### config.mk
export PLATFORM = sky130hd
export DESIGN_NAME = instr_fetch_unit
export DESIGN_NICKNAME = d
export VERILOG_FILES = /design/src/rtl/mips_pkg.sv /design/src/rtl/npc_sel.sv /design/src/rtl/instr_fetch_unit.sv
export SDC_FILE = /design/constraint.sdc
export NUM_CORES = 1
export LEC_CHECK = 0
export CAP_MARGIN = 20
export CORE_MARGIN = 2
export CORE_UTILIZATION = 30
export CTS_CLUSTER_SIZE = 8
export DETAILED_ROUTE_END_ITERATION = 8
export PLACE_DENSITY = 0.61
export SKIP_CTS_REPAIR_TIMING = 1
export SKIP_LAST_GASP = 1
export SLEW_MARGIN = 0
export SYNTH_ARGS = -nofsm -noshare
export SYNTH_HDL_FRONTEND = slang
export SYNTH_SLANG_ARGS = --single-unit
### constraint.sdc
create_clock -name clk -period 8.3 [get_ports clk]
set_input_delay 2.075 -clock clk [delete_from_list [all_inputs] [get_ports clk]]
set_output_delay 2.075 -clock clk [all_outputs]
set_load 0.02 [all_outputs]
### src/rtl/mips_pkg.sv
// Shared fetch-stage types: FSM state encoding, opcode constants, instruction width and the sign-extend helper.
package mips_pkg;

  localparam int unsigned INSTR_W  = 32;
  localparam int unsigned OPCODE_W = 6;

  localparam logic [OPCODE_W-1:0] OP_RTYPE = 6'h00;
  localparam logic [OPCODE_W-1:0] OP_J     = 6'h02;
  localparam logic [OPCODE_W-1:0] OP_JAL   = 6'h03;
  localparam logic [OPCODE_W-1:0] OP_BEQ   = 6'h04;
  localparam logic [OPCODE_W-1:0] OP_BNE   = 6'h05;
  localparam logic [OPCODE_W-1:0] OP_ADDI  = 6'h08;
  localparam logic [OPCODE_W-1:0] OP_LW    = 6'h23;
  localparam logic [OPCODE_W-1:0] OP_SW    = 6'h2B;

  typedef enum logic [1:0] {
    IDLE  = 2'd0,
    FETCH = 2'd1,
    WAIT  = 2'd2,
    VALID = 2'd3
  } fetch_state_e;

  function automatic logic [31:0] sext16(input logic [15:0] v);
    return {{16{v[15]}}, v};
  endfunction

endpackage

### src/rtl/npc_sel.sv
// Combinational next-PC select: jr > jump > taken branch > pc_plus4.
// Jump-register support is compiled in only when FETCH_JR_EN is defined.
module npc_sel
  import mips_pkg::*;
#(
  parameter int unsigned ADDR_W = 32
) (
  input  logic [ADDR_W-1:0]  pc_plus4,
  input  logic [INSTR_W-1:0] instr,
  input  logic               branch,
  input  logic               brchne,
  input  logic               alu_zero,
  input  logic               jump,
  input  logic               jr,
  input  logic [ADDR_W-1:0]  jr_target,
  output logic [ADDR_W-1:0]  next_pc
);

  logic              taken_c;
  logic [ADDR_W-1:0] br_tgt_c;
  logic [ADDR_W-1:0] j_tgt_c;

  assign taken_c  = (branch & alu_zero) | (brchne & ~alu_zero);
  assign br_tgt_c = pc_plus4 + ADDR_W'(sext16(instr[15:0]) << 2);
  assign j_tgt_c  = ADDR_W'({pc_plus4[ADDR_W-1 -: 4], instr[25:0], 2'b00});

`ifdef FETCH_JR_EN
  logic [ADDR_W-1:0] jr_tgt_c;
  logic              unused_bits;
  assign jr_tgt_c    = {jr_target[ADDR_W-1:2], 2'b00};
  assign unused_bits = ^{instr[31:26], jr_target[1:0]};
`else
  logic unused_bits;
  assign unused_bits = ^{instr[31:26], jr, jr_target};
`endif

  // Priority chain masks lower-priority controls entirely.
  always_comb begin
    next_pc = pc_plus4;
`ifdef FETCH_JR_EN
    if (jr) begin
      next_pc = jr_tgt_c;
    end else
`endif
    if (jump) begin
      next_pc = j_tgt_c;
    end else if (taken_c) begin
      next_pc = br_tgt_c;
    end
  end

endmodule

### src/rtl/instr_fetch_unit.sv
// Fetch stage: owns the PC, runs the IDLE/FETCH/WAIT/VALID handshake with instruction memory and
// advances the PC on retire. Optional jump-register support via FETCH_JR_EN (see npc_sel).
module instr_fetch_unit
  import mips_pkg::*;
#(
  parameter int unsigned       ADDR_W   = 32,
  parameter logic [ADDR_W-1:0] RESET_PC = 32'h0040_0000
) (
  input  logic               clk,
  input  logic               rst_n,
  output logic               imem_req,
  output logic [ADDR_W-1:0]  imem_addr,
  input  logic               imem_rvalid,
  input  logic [INSTR_W-1:0] imem_rdata,
  output logic [INSTR_W-1:0] instr,
  output logic               instr_valid,
  input  logic               instr_ready,
  output logic [ADDR_W-1:0]  pc,
  output logic [ADDR_W-1:0]  pc_plus4,
  input  logic               branch,
  input  logic               brchne,
  input  logic               alu_zero,
  input  logic               jump,
  input  logic               jr,
  input  logic [ADDR_W-1:0]  jr_target
);

  localparam logic [ADDR_W-1:0] RESET_PC4 = RESET_PC + ADDR_W'(4);

  fetch_state_e       state_q, state_d;
  logic [ADDR_W-1:0]  pc_q, pc_d;
  logic [ADDR_W-1:0]  pc_plus4_q, pc_plus4_d;
  logic [INSTR_W-1:0] instr_q, instr_d;
  logic               valid_q, valid_d;
  logic               req_q, req_d;
  logic [ADDR_W-1:0]  next_pc_c;

  npc_sel #(.ADDR_W(ADDR_W)) u_npc_sel (
    .pc_plus4  (pc_plus4_q),
    .instr     (instr_q),
    .branch    (branch),
    .brchne    (brchne),
    .alu_zero  (alu_zero),
    .jump      (jump),
    .jr        (jr),
    .jr_target (jr_target),
    .next_pc   (next_pc_c)
  );

  // Next-state and registered-output decode; rvalid is only honoured while waiting.
  always_comb begin
    state_d = state_q;
    pc_d    = pc_q;
    instr_d = instr_q;
    valid_d = valid_q;
    req_d   = 1'b0;
    case (state_q)
      IDLE: begin
        state_d = FETCH;
        req_d   = 1'b1;
      end
      FETCH: begin
        state_d = WAIT;
      end
      WAIT: begin
        if (imem_rvalid) begin
          instr_d = imem_rdata;
          valid_d = 1'b1;
          state_d = VALID;
        end
      end
      VALID: begin
        if (instr_ready) begin
          pc_d    = next_pc_c;
          valid_d = 1'b0;
          req_d   = 1'b1;
          state_d = FETCH;
        end
      end
      default: begin
        state_d = IDLE;
        valid_d = 1'b0;
      end
    endcase
    pc_plus4_d = pc_d + ADDR_W'(4);
  end

  always_ff @(posedge clk or negedge rst_n) begin
    if (!rst_n) begin
      state_q    <= IDLE;
      pc_q       <= RESET_PC;
      pc_plus4_q <= RESET_PC4;
      instr_q    <= '0;
      valid_q    <= 1'b0;
      req_q      <= 1'b0;
    end else begin
      state_q    <= state_d;
      pc_q       <= pc_d;
      pc_plus4_q <= pc_plus4_d;
      instr_q    <= instr_d;
      valid_q    <= valid_d;
      req_q      <= req_d;
    end
  end

  assign imem_req    = req_q;
  assign imem_addr   = pc_q;
  assign instr       = instr_q;
  assign instr_valid = valid_q;
  assign pc          = pc_q;
  assign pc_plus4    = pc_plus4_q;

endmodule

After elaboration in Yosys (flattened, before gate mapping). Index checks and enable logic that the tools add are counted.

Logic and storage cells: 34. Output and inout bits: 130. Register bits after elaboration: 100. Bits of input ports: 73.

Add/sub/neg operators: 2. Bitwise gates (word level): 4. Reduce and logical (&&, ||, !) cells: 5. Eq/ne operators: 5. Muxes and demuxes: 12.

Operators by type and width (count): $mux 32 (4); $add 32x3->32 const B (1); $add 32x32->32 (1); $pmux 2 s4 (1); $eq 2x2->1 const B (2); $mux 2 (2); $ne 2x2->1 const B (2); $pmux 1 s2 (2); $reduce_and 2->1 (2); $mux 1 (3); $reduce_and 3->1 (1); $and 1x1->1 (2); $eq 2x1->1 const B (1); $logic_not 2->1 (1); $reduce_bool 2->1 (1); $not 1->1 (1); $or 1x1->1 (1).

Longest topological paths before layout. Gate-level depths: netlist (run 1).

Depth in word-level cells: 8. Gate-level depth with buffers: 13. Gate-level depth less buffers: 13.

Hierarchy. A second synthesis (run 1) with hierarchy kept.

Cells, all modules: 730. Area, all modules: 6700.2 um^2.

By module, submodules not included: instr_fetch_unit (area an instance 4479.3 um^2, cells each 410, seq. area each 2456.1 um^2, instances 1); npc_sel (area an instance 2220.9 um^2, cells each 320, seq. area each 0.0 um^2, instances 1).

Least setup slack after synthesis (run 1). OpenSTA, ideal clock, no wires.

Kind: input -> register. Start point: input port jump. End point: register pc_plus4_q[30] (netlist: pc_plus4[30]). Data required time: 8.221 ns. Data arrival time: 4.451 ns. Path slack: 3.770 ns. Path buffers: 3. Library setup time: 0.079 ns. Cell stages on the path: 12. Cells stage by stage: buf_2 buf_2 buf_1 nand3_1 o211ai_1 ha_1 nand2_1 nor4b_2 nand3_2 and3b_1 and4bb_1 xor2_1.

Longest elaborated chain between the ends: 4.

RTL lines: start: declaration (RTL line instr_fetch_unit.sv:23) `input logic jump,`; $mux 32 (RTL line npc_sel.sv:45) `if (jump) begin`; $mux 32 (RTL line instr_fetch_unit.sv:73) `if (instr_ready) begin`; $mux 32 (RTL line instr_fetch_unit.sv:57) `case (state_q)`; net pc_d[2] (RTL line instr_fetch_unit.sv:31) `logic [ADDR_W-1:0] pc_q, pc_d;`; $add 32x3->32 (RTL line instr_fetch_unit.sv:85) `pc_plus4_d = pc_d + ADDR_W'(4);`; net pc_plus4_d[30] (RTL line instr_fetch_unit.sv:32) `logic [ADDR_W-1:0] pc_plus4_q, pc_plus4_d;`; end signal: assignment (RTL line instr_fetch_unit.sv:99) `pc_plus4_q <= pc_plus4_d;`; end: declaration (RTL line instr_fetch_unit.sv:32).

The timed path passes the listed nets, and every way through them passes these cells. A chain may end at the register's enable or synchronous reset.

Final worst setup path (run 1).
Start point: input port alu_zero. End point: register pc_plus4_q[31] (netlist: pc_plus4[31]).

Longest elaborated chain between the ends: 8. Elaborated cells on any way between the ends: 9. Classes of those cells: add/sub: 1; mux: 4; bitwise: 4.

RTL lines: start: declaration (RTL line instr_fetch_unit.sv:22) `input logic alu_zero,`; $not 1->1 (RTL line npc_sel.sv:23) `assign taken_c = (branch & alu_zero) | (brchne & ~alu_zero);`; $and 1x1->1 (RTL line npc_sel.sv:23); $or 1x1->1 (*) (RTL line npc_sel.sv:23); $mux 32 (*) (RTL line npc_sel.sv:47) `end else if (taken_c) begin`; $mux 32 (*) (RTL line npc_sel.sv:45); $mux 32 (*) (RTL line instr_fetch_unit.sv:73); $mux 32 (*) (RTL line instr_fetch_unit.sv:57); $add 32x3->32 (*) (RTL line instr_fetch_unit.sv:85); net pc_plus4_d[31] (RTL line instr_fetch_unit.sv:32).

Mark *: on every way through the listed nets, which the timed path passes. The rest lies on a longest branch.

==> results.yml, run 1 <==
clock_network:
  clkTransAtPathRegs_ns: 0.08
  cts-root-buf: "clkbuf_16"
  clk_latency_ns: 0.36
  numCtsBuffers: 9
  htree_levels: 3
  clock_path_buffers: 2
  cts_tree: "yes"
  cts.sinks: 96
placement:
  dp_hpwl_microns: 14800
  place_congestion: 0.893
  place_inst: 1084
  placed_area_sq_um: 8220
  portBuffers: 163
route:
  routed.top_layer: "met5"
  wl_per_cell_microns: 17.9
  wl_met3_microns: 1140
  met2_length_microns: 8810
  vias: 5726
  wirelength_microns: 19700
  vias_per_cell: 5.20
  route.detailed.drc: 0
  drtAntennaViolNets: 0
  met1_length_microns: 9350
  dr.pass1.iters: 5
  drt_iter0_drc: 378
layout:
  final_nets: 923
  finalNonFillerCells: 1101
  area_growth_syn_to_layout_pct: 29.3
  utilization: 0.392
  layout-drive-gt1-share: 0.113
  stdcell_area_sq_um: 8510
setup_path:
  reg2reg_to: "pc_plus4[30]"
  rrSetupSlack_ns: 4.28
  endpoint_kind: "register"
  required_ns: 8.59
  r2r_cells: 13
  crit_type: "primary input to register"
  arrival_ns: 5.87
  r2r_start: "pc_plus4[2]"
  cp-start-kind: "primary input"
  cp_max_fo: 16
  crit_start: "alu_zero"
synth:
  ys_ff_latch: 96
  synth_area_leaders: "dfrtp_1, ha_1, mux2_2, buf_4, o21ai_0"
  synth_cells: 698
  yosys_warnings: 0
  synth_top_cell_by_area: "dfrtp_1"
  synth_ff_type: "dfrtp_1"
  synth-edff-count: 0
  synth_area_sq_um: 6580
  synth_common_cells: "dfrtp_1, nor2_1, nand2_1"
  async_flop_share: 1.00
  ys_seq_area_frac: 0.366
  synth_cell_types: 90
  avgSynthCellArea_sq_um: 9.42
  synth_most_common_cell: "dfrtp_1"
  synth_top_area_frac: 0.354
floorplanning:
  core-area_sq_um: 21700
  ios: 203
  rows: 54
  start_util: 0.303
  die_w_microns: 152
  dieArea_sq_um: 23100
  die_h_microns: 152
timing:
  fin_hold_ws_ns: 0.509
  period_needed_ns: 5.58
  hold_viol: 0
  fmax_mhz: 179
  finClkSkew_ns: 0.0145
  tightest_slew_ns: 0.945
  maxSlewViolCount: 0
  relSlewSlack: 0.368
  tns_ns: 0
  rsz0062_at_grt: "no"
  setup_viol: 0
  min_period_over_period: 0.672
power_and_ir_drop:
  leakage_uw: 0.00341
  power_density_nw_per_um2: 499
  peakVddDrop_mv: 0.235
min_path:
  hold_depth: 1
  whs_endpoint: "instr[27]"
  hp-class: "register to register"
  min_from: "instr[27]"
global_routing:
  gr-usage-all-layers: 0.171
  grt_overflow: 0
  grt_max_degree: 64
  grt_pass1_vias: 5536
  antenna_found_initial: 2
  grt_pass1_wl_microns: 31500
outcome:
  status: "complete, no violations"
flow_run:
  drv_cap: 0
==> how the worst max path moves through the flow <==
stage,end,slack (ns),cells past startpoint
floorplan,pc_plus4[30],3.77,12
global placement,pc_plus4[31],2.41,11
detailed placement,pc_plus4[31],2.37,11
CTS,pc_plus4[31],2.74,11
global route,pc_plus4[31],2.45,11
finish,pc_plus4[31],2.72,11
==> layout by cell type, fill, tap and decap left out, drive strengths merged, types with 23 or more instances in the layout <==
cell / netlist / final
inv: 20 / 23
mux2: 35 / 35
nor2: 53 / 53
o21ai: 50 / 50
nand2: 50 / 50
clkdlybuf4s50: 0 / 162
dfrtp: 93 / 93
nand4: 23 / 23
a21oi: 41 / 41
ha: 34 / 34
==> power breakdown <==
part           switching (uW)  leakage (uW)  total (uW)  internal (uW)
Combinational            1640       0.00214        2870           1230
Clock                     202      0.000144         412            210
Sequential                256       0.00112         965            709
Total                    2100       0.00341        4250           2150
==> worst max-delay path, stage by stage <==
cell             delay, ns
clkdlybuf4s50_1       0.49
mux2i_4               0.31
nor2_2                0.70
o21ai_0               0.31
a2111oi_0             0.42
a41oi_1               0.12
a22oi_1               0.42
o211a_2               0.39
nand4_4               0.19
nor4b_4               0.26
xor2_1                0.16
==> cells by family after synthesis <==
logic type | Yosys count | share of synthesized area
other | 1 | 0.000570
buffers and inverters | 89 | 0.0744
XOR/XNOR | 42 | 0.0559
multiplexers | 43 | 0.0746
AO/OA/AOI/OAI | 181 | 0.188
flip-flops | 96 | 0.366
AND/OR/NAND/NOR | 211 | 0.173
adder cells (fa/ha/maj) | 35 | 0.0677
==> area by class of cell <==
class                           instances  area (sq um)
Sequential cell                        96          2410
Fill cell                            2213         13200
Inverter                               20          75.1
Antenna cell                            1          2.50
Tap cell                              280           350
Timing Repair Buffer                  170          1680
Clock inverter                          7          62.6
Clock buffer                            9           225
Multi-Input combinational cell        518          3700
==> stage by stage <==
| stage | setup WS [ns] | power (uW) |
|---|---|---|
| after floorplan | 3.77 | 2860 |
| after global placement | 2.41 | 3820 |
| after detailed placement | 2.37 | 3830 |
| after CTS | 2.74 | 4270 |
| after global routing | 2.45 | 4590 |
| final | 2.72 | 4250 |
==> layer usage <==
metal  global-route usage  vias to the layer above
met5                    0                        -
met2                0.263                      170
li1                     -                     2768
met1                0.238                     2762
met4               0.0432                        2
met3               0.0468                       24
==> flip-flops by register name, summed over array words and instances (netlist names) <==
name and cells:
instr 32, pc_plus4 30, state_q 2, instr_valid 1, imem_addr 30, imem_req 1
Note: power is estimated with default switching activity, not from simulation.
==> run 2: changes to the inputs <==
clock period = 5.5 ns   (was 8.3 ns; I/O delays follow)
==> results.yml, run 2 (same netlist as run 1, synthesis figures left out) <==
placement:
  portBuffers: 163
  dp_slack_ns: 0.513
  place_congestion: 0.878
  dp_hpwl_microns: 15300
layout:
  fill_cells: 2180
  n_antenna_cell: 0
  layout-drive-gt1-share: 0.119
  layout_commonest_cell: "clkdlybuf4s50_1"
  layout_common_cells: "clkdlybuf4s50_1, dfrtp_1, nor2_1"
  largest_register_ffs: 32
  area_growth_syn_to_layout_pct: 29.9
  final_nets: 930
setup_path:
  worst-path-stages: 10
  required_ns: 5.78
  crit_type: "primary input to register"
  cp-start-kind: "primary input"
  worstPathCellList: "clkdlybuf4s50_1, mux2i_4, nor2_1, nand2_1, o221ai_1, nor4b_2, nand3_2, and3b_1, and4bb_1, xor2_1"
  r2r_cells: 13
  crit_buf_inv: 1
  max_stage_delay_ns: 0.56
  arrival_ns: 4.97
  crit_path_top_delay_cell: "clkdlybuf4s50_1"
  cp_max_fo: 10
  cp_top_family: "simple AND/OR/NAND/NOR gates"
  endpoint_kind: "register"
floorplanning:
  core-area_sq_um: 21700
  start_util: 0.303
  dieArea_sq_um: 23100
  die_w_microns: 152
  ios: 203
  rows: 54
  die_h_microns: 152
timing:
  fmax_mhz: 213
  tns_ns: 0
  min_period_over_period: 0.853
  relSlewSlack: 0.362
  maxSlewViolCount: 0
  setup_viol: 0
  tightest_slew_ns: 0.954
  setup_slack_ns: 0.808
  period_needed_ns: 4.69
  finClkSkew_ns: 0.0117
  fin_hold_ws_ns: 0.503
  hold_viol: 0
  rsz0062_at_grt: "no"
global_routing:
  grt_pass1_vias: 5751
  grt_max_degree: 59
  antenna_found_initial: 0
  gr-usage-all-layers: 0.174
  grt_pass1_wl_microns: 32000
  grt_overflow: 0
clock_network:
  cts_tree: "yes"
  cts-root-buf: "clkbuf_16"
  numCtsBuffers: 9
  cts.sinks: 96
  clk_latency_ns: 0.35
  clkTransAtPathRegs_ns: 0.07
  htree_levels: 3
  clock_path_buffers: 2
route:
  drtAntennaViolNets: 0
  vias_per_cell: 5.32
  vias: 5883
  wl_per_cell_microns: 18.4
  wirelength_microns: 20400
  dr.pass1.iters: 5
  route.detailed.drc: 0
  drt_iter0_drc: 396
power_and_ir_drop:
  leakage_uw: 0.00343
  peakVddDrop_mv: 0.364
  power_density_nw_per_um2: 754
min_path:
  hp-class: "register to register"
  hold_depth: 1
flow_run:
  drv_cap: 0
outcome:
  status: "complete, no violations"
-- run 2: cell count changes in the layout (fill, tap and decap cells not counted) --
cell and change:
buf_4 +7, clkinv_4 -3, clkbuf_8 +2, inv_8 -2
clkbuf_1 +1, clkinv_2 +1, clkinvlp_4 +1, diode_2 -1
inv_6 -1
-- run 2: power by group --
part,internal [uW],switching [uW]
logic,1870,2500
registers,1070,391
clock network,328,277
-- run 2: stage by stage --
step | std cells | total power [uW] | area (sq um) | util
after floorplan | 703 | 4310 | 6600 | -
after global placement | 1091 | 5790 | 8270 | 0.381
after detailed placement | 1091 | 5810 | 8270 | 0.381
after CTS | 1106 | 6450 | 8540 | 0.394
after global routing | 1106 | 6910 | 8540 | 0.394
final | 1106 | 6440 | 8540 | 0.394
-- run 2: area by class of cell --
| type | count | area (sq um) | share of cell area |
|---|---|---|---|
| clock inverters | 3 | 17.5 | 0.00205 |
| well taps | 280 | 350 | 0.0410 |
| multi-input cells | 518 | 3700 | 0.434 |
| flip-flops and latches | 96 | 2410 | 0.282 |
| repair buffers | 177 | 1730 | 0.203 |
| inverters | 20 | 75.1 | 0.00879 |
| clock buffers | 12 | 256 | 0.0300 |
-- run 2: routing by layer --
| metal | part of all wire | global-route usage |
|---|---|---|
| met1 | 0.46 | 0.239 |
| met2 | 0.46 | 0.279 |
| met3 | 0.072 | 0.0359 |
| met4 | 0.014 | 0.0472 |
| met5 | 0 | 0 |
-- run 2: worst paths after layout --
path	startpoint	to	slack [ns]
worst max-delay path	alu_zero	pc_plus4[30]	0.81
worst min-delay path	instr[31]	instr[31]	0.50
worst max register to register	pc_plus4[2]	pc_plus4[30]	1.47
worst min register to register	instr[31]	instr[31]	0.50
max in group asynchronous	rst_n	pc_plus4[2]	3.36
min in group asynchronous	rst_n	imem_addr[29]	1.09
